[src/rtl/pixel_window_gen.sv]
// -----------------------------------------------------------------------------
// pixel_window_gen
//
// Purpose:
//   Turns a raster stream of 8-bit luma samples into a sliding 8-tap window
//   for a downstream horizontal filter. Each row first fills the 8-deep
//   shift register. After that, every accepted pixel produces one window, so
//   a row of ROW_WIDTH pixels gives ROW_WIDTH-7 windows. A window never
//   contains pixels from two different rows. The fractional-position code
//   sampled with a row's first pixel travels with every window of that row.
//
// Parameters:
//   ROW_WIDTH   pixels per row (8..1023)
//
// Ports:
//   clock        single clock, rising edge
//   reset        asynchronous, active-high
//   pix_in       [7:0]  unsigned luma sample, left-to-right raster order
//   pix_valid    pix_in holds a valid sample
//   pix_ready    block accepts pix_in this cycle
//   frac_in      [1:0]  row fractional code, sampled with the row's first pixel
//   inputPixels  [63:0] window; [7:0] oldest (leftmost), [63:56] newest
//   s            [1:0]  frac code of the row that produced the window
//   win_valid    inputPixels / s / row_last are valid
//   win_ready    downstream consumes the window this cycle
//   row_last     current window is the final window of its row
// -----------------------------------------------------------------------------
module pixel_window_gen #(
  parameter int ROW_WIDTH = 64
) (
  input  logic        clock,
  input  logic        reset,
  input  logic [7:0]  pix_in,
  input  logic        pix_valid,
  output logic        pix_ready,
  input  logic [1:0]  frac_in,
  output logic [63:0] inputPixels,
  output logic [1:0]  s,
  output logic        win_valid,
  input  logic        win_ready,
  output logic        row_last
);

  localparam logic [1:0] ST_IDLE   = 2'd0;
  localparam logic [1:0] ST_FILL   = 2'd1;
  localparam logic [1:0] ST_STREAM = 2'd2;

  localparam logic [9:0] LP_ROW_LEN = 10'(ROW_WIDTH);
  localparam logic [9:0] LP_TAPS    = 10'd8;

  logic [1:0]  r_state;
  logic [9:0]  r_col;
  logic [63:0] r_shift;
  logic [1:0]  r_frac;
  logic [63:0] r_window;
  logic [1:0]  r_s;
  logic        r_win_valid;
  logic        r_row_last;

  logic        w_pix_ready;
  logic        w_accept;
  logic        w_produce;
  logic        w_row_end;
  logic [9:0]  w_col_next;
  logic [1:0]  w_state_next;
  logic [63:0] w_shift_next;

  // The window register is the only storage, so an upstream pixel can be
  // taken only if that slot is empty or is being drained this same cycle.
  assign w_pix_ready = !r_win_valid || win_ready;
  assign w_accept    = pix_valid && w_pix_ready;

  // Newest pixel enters at the top byte; the oldest drops out of [7:0].
  assign w_shift_next = {pix_in, r_shift[63:8]};

  // NOTE: every signal assigned in this block gets a default first, so no
  // path through the case leaves a value unassigned and no latch is inferred.
  always_comb begin
    w_col_next   = (r_state == ST_IDLE) ? 10'd1 : r_col + 10'd1;
    w_row_end    = (w_col_next == LP_ROW_LEN);
    w_produce    = 1'b0;
    w_state_next = r_state;

    case (r_state)
      ST_IDLE: begin
        // A row is at least 8 pixels, so its first pixel can never end it.
        if (w_accept) w_state_next = ST_FILL;
      end
      ST_FILL: begin
        if (w_accept && (w_col_next == LP_TAPS)) begin
          w_produce = 1'b1;
          // An 8-pixel row is complete once its single window is made.
          w_state_next = w_row_end ? ST_IDLE : ST_STREAM;
        end
      end
      ST_STREAM: begin
        if (w_accept) begin
          w_produce = 1'b1;
          if (w_row_end) w_state_next = ST_IDLE;
        end
      end
      default: begin
        // Unused encoding: fall back to IDLE. The column count is cleared
        // through the normal accept path, or on the next reset.
        w_state_next = ST_IDLE;
      end
    endcase
  end

  // NOTE: state updates use non-blocking assignments, so every register
  // samples the values from before the edge, whatever the statement order.
  // NOTE: the shift register is plain flops rather than a RAM, so it is
  // cleared with the rest of the state. A reset in mid-row therefore leaves
  // no stale pixels that a later window could pick up.
  always_ff @(posedge clock or posedge reset) begin
    if (reset) begin
      r_state <= ST_IDLE;
      r_col   <= 10'd0;
      r_shift <= 64'h0;
      r_frac  <= 2'b00;
    end else begin
      r_state <= w_state_next;
      if (w_accept) begin
        r_shift <= w_shift_next;
        // The column count returns to 0 whenever the row finishes.
        r_col   <= (w_state_next == ST_IDLE) ? 10'd0 : w_col_next;
        if (r_state == ST_IDLE) r_frac <= frac_in;
      end
    end
  end

  // Output window register. A production overrides a concurrent consume,
  // so back-to-back windows stream with no bubble.
  always_ff @(posedge clock or posedge reset) begin
    if (reset) begin
      r_window    <= 64'h0;
      r_s         <= 2'b00;
      r_win_valid <= 1'b0;
      r_row_last  <= 1'b0;
    end else if (w_produce) begin
      r_window    <= w_shift_next;
      r_s         <= r_frac;
      r_win_valid <= 1'b1;
      r_row_last  <= w_row_end;
    end else if (r_win_valid && win_ready) begin
      r_win_valid <= 1'b0;
      r_row_last  <= 1'b0;
    end
  end

  assign pix_ready   = w_pix_ready;
  assign inputPixels = r_window;
  assign s           = r_s;
  assign win_valid   = r_win_valid;
  assign row_last    = r_row_last;

endmodule

[config.mk]
export PLATFORM = sky130hd
export DESIGN_NAME = pixel_window_gen
export DESIGN_NICKNAME = d
export VERILOG_FILES = /design/src/rtl/pixel_window_gen.sv
export SDC_FILE = /design/constraint.sdc
export NUM_CORES = 1
export LEC_CHECK = 0
export CAP_MARGIN = 5
export CORE_ASPECT_RATIO = 2
export CORE_UTILIZATION = 58
export CTS_CLUSTER_DIAMETER = 80
export CTS_CLUSTER_SIZE = 20
export DETAILED_ROUTE_END_ITERATION = 8
export GPL_TIMING_DRIVEN = 1
export PLACE_DENSITY = 0.84
export SETUP_SLACK_MARGIN = 0.05
export SYNTH_ARGS = -nofsm -noshare
export SYNTH_HDL_FRONTEND = slang
export SYNTH_SLANG_ARGS = --single-unit
export TNS_END_PERCENT = 10
[constraint.sdc]
create_clock -name clock -period 7.7 [get_ports clock]
set_input_delay 1.925 -clock clock [delete_from_list [all_inputs] [get_ports clock]]
set_output_delay 1.925 -clock clock [all_outputs]
set_load 0.01 [all_outputs]
==> qor.txt <==
Outcome -> finished clean
Core footprint -> 9450 µm²
CTS resizes -> 0
CTS tree -> yes
Seq/Total Area, Yosys -> 60.7%
Fmax -> 0.196 GHz
Antenna violations before repair -> 0
Final setup vio count -> 0
Wirelength per Cell -> 15.8 µm
Final nets -> 601
Headroom to the max-slew limit -> 31.3%
Die area -> 10200 µm²
Starting Density -> 60.2%
GPL Wtd Cong -> 0.853
Multi-input gate area in the final layout -> 2100 µm²
Synth unique cells -> 46
Clock Sinks -> 138
Fillers -> 582
CP max FO -> 5
Synth Flop Type -> dfrtp_1
Hold-fix buffers, CTS -> 0
First-pass GRT wire length -> 19.4 mm
Syn-to-layout area delta -> 26.1%
Setup TNS -> 0 ns
Crit path top cell by count -> clkdlybuf4s50_1
Util after Layout -> 75.9%
EDFF count, synth -> 0
DRT Wirelength -> 11.4 mm
Hold path start -> r_shift[11]
Setup Skew -> 0.00662 ns
Critical path data required time -> 5.78 ns
DRC errors left -> 0
Fin crit period -> 5.11 ns
Largest net degree at the start of global routing -> 86
Antenna Nets Post-Route -> 0
Crit Path Category -> in2out
R2R Setup Slk -> 4.19 ns
Register bit total from synthesis -> 138
Final Hold Vio Count -> 0
Mapped Nets -> 523
Worst r2r path cells -> 9
Die height -> 142 µm
Layout cells sized above 1 -> 19.7%
H-tree depth -> 4
Setup crit start kind -> input port
Power Density -> 356 nW/µm²
Average size of a mapped cell -> 11.3 µm²
Max-cap violations -> 0
Cells after Synth -> 504
Die extent in x -> 72.0 µm
Gr usage total -> 25.2%
Yosys warns -> 0
Crit end category -> output pin
FF+latch area -> 3450 µm²
Ant diodes -> 0
Worst-Skew Late Latency -> 0.41 ns
Vias in the first global route -> 4018
CP Data Arrival Time -> 3.19 ns
FP Rows -> 50
TritonCTS Buffers -> 17
Max-slew violations -> 0
I/O pin count -> 83
Maximum root-to-sink buffer count -> 2
Transition time of the tightest slew-check pin -> 1.03 ns
Fin crit share -> 66.4%
Initial detailed-routing violation count -> 202
Via count -> 3910
FFs w/ async S/R, synth -> 100%
Slowest-stage cell, CP -> clkdlybuf4s50_1
Clk slew on worst S/H paths -> 0.06 ns
Pre-Repair DR Iteration Count -> 5
RSZ-0062 raised after global routing -> no
Number of port buffers -> 82
Worst hold path endpoint -> r_shift[11]
Worst R2R Start -> r_state[0]
Reg-to-reg endpoint -> inputPixels[15]
HP Class -> reg2reg
Peak VDD IR -> 0.268 mV
Crit-path max cell delay -> 0.58 ns
Post-CTS setup repair buffer count -> 0
Post-DP HPWL -> 7.24 mm
Cell Chain, Critical Path -> clkdlybuf4s50_1 > nand2b_1 > clkdlybuf4s50_1
Via/cell ratio -> 5.40
Post-Syn Area -> 5690 µm²
Lkg Pwr -> 3.40 nW
Total grt overflow -> 0
CTS Root Cell -> clkbuf_16
Hold path depth -> 2
-- kinds of logic (layout without fill, tap and decap cells) --
group,count (synthesis),count (layout),synth area share (%)
buffers and inverters,32,122,2.57
xor gates and xnor gates,5,5,0.770
and+or+nand+nor,228,228,16.9
AOI/OAI and AO/OA,28,28,3.98
DFF,138,138,60.7
adders and majority gates,5,5,1.10
muxes,68,68,13.9
-- sequential cells by signal (all words and copies together), names as in the netlist --
name         count
inputPixels     64
r_col           10
r_frac           2
r_shift         56
r_state          2
row_last         1
s                2
win_valid        1
-- routing by layer --
metal | track usage, % | part of all wire [%] | routed length, µm
met5 | 0 | 0 | 0
met4 | 12.6 | 3.2 | 367
met3 | 6.37 | 4.2 | 485
met2 | 42.5 | 54 | 6210
met1 | 29.5 | 38 | 4380
-- cell usage in the layout, fill, tap and decap left out, drive strengths merged, types with 4 or more instances in the layout --
| cell | instances |
|---|---|
| nand2 | 188 |
| ha | 5 |
| clkdlybuf4s50 | 82 |
| clkbuf | 20 |
| inv | 7 |
| dfrtp | 138 |
| a21oi | 4 |
| o31ai | 4 |
| mux2 | 68 |
| nand2b | 4 |
| nor3 | 5 |
| o21ai | 7 |
| nand3 | 6 |
| nor2 | 6 |
| nand4 | 5 |
| clkinv | 5 |
-- worst max-delay path: cells and delay by family --
kind	cells	cell delay (ns)
buffers and inverters	2	1.05
and+or+nand+nor	1	0.20
-- stage by stage --
step | worst slack [ns] | power [mW] | instance area, µm² | std cells | hold WS [ns]
5_1_grt | 2.55 | 2.67 | 7170 | 724 | 0.498
6_report | 2.59 | 2.55 | 7170 | 724 | 0.469
4_1_cts | 2.60 | 2.58 | 7170 | 724 | 0.474
3_3_place_gp | 2.63 | 1.74 | 6590 | 693 | 0.452
2_1_floorplan | 2.08 | 1.38 | 5690 | 504 | 0.440
3_5_place_dp | 2.60 | 1.78 | 6590 | 693 | 0.460
-- report_power, final --
part	leakage (nW)	internal [mW]	switching, mW	total, mW
sequential	1.78	0.929	0.124	1.05
clock	0.284	0.499	0.292	0.791
combinational	1.33	0.421	0.288	0.710
-- cell usage after synthesis (5+ instances only) --
| master | number | area share (%) |
|---|---|---|
| nor3_1 | 5 | 0.44 |
| nand3_1 | 5 | 0.44 |
| mux2_2 | 61 | 12 |
| inv_1 | 6 | 0.40 |
| o21ai_0 | 5 | 0.44 |
| clkbuf_1 | 13 | 0.86 |
| buf_2 | 6 | 0.53 |
| nand2_1 | 188 | 12 |
| dfrtp_1 | 138 | 61 |
| mux2_4 | 7 | 1.8 |
| ha_1 | 5 | 1.1 |
| nor2_1 | 6 | 0.40 |
-- area by class of cell --
type | count | share of cell area [%]
Sequential cell | 138 | 48.2
Multi-Input combinational cell | 334 | 29.3
Timing Repair Buffer | 85 | 11.8
Clock buffer | 20 | 6.51
Tap cell | 130 | 2.27
Clock inverter | 11 | 1.67
Inverter | 6 | 0.384
-- worst max-delay path by stage --
stage | from | to | cells after the start
after detailed placement | win_ready | pix_ready | 3
after global placement | win_ready | pix_ready | 3
after global routing | win_ready | pix_ready | 3
after floorplan | reset | inputPixels[0] | 1
after CTS | win_ready | pix_ready | 3
final | win_ready | pix_ready | 3
No activity file was read; power rests on OpenSTA's default activity.
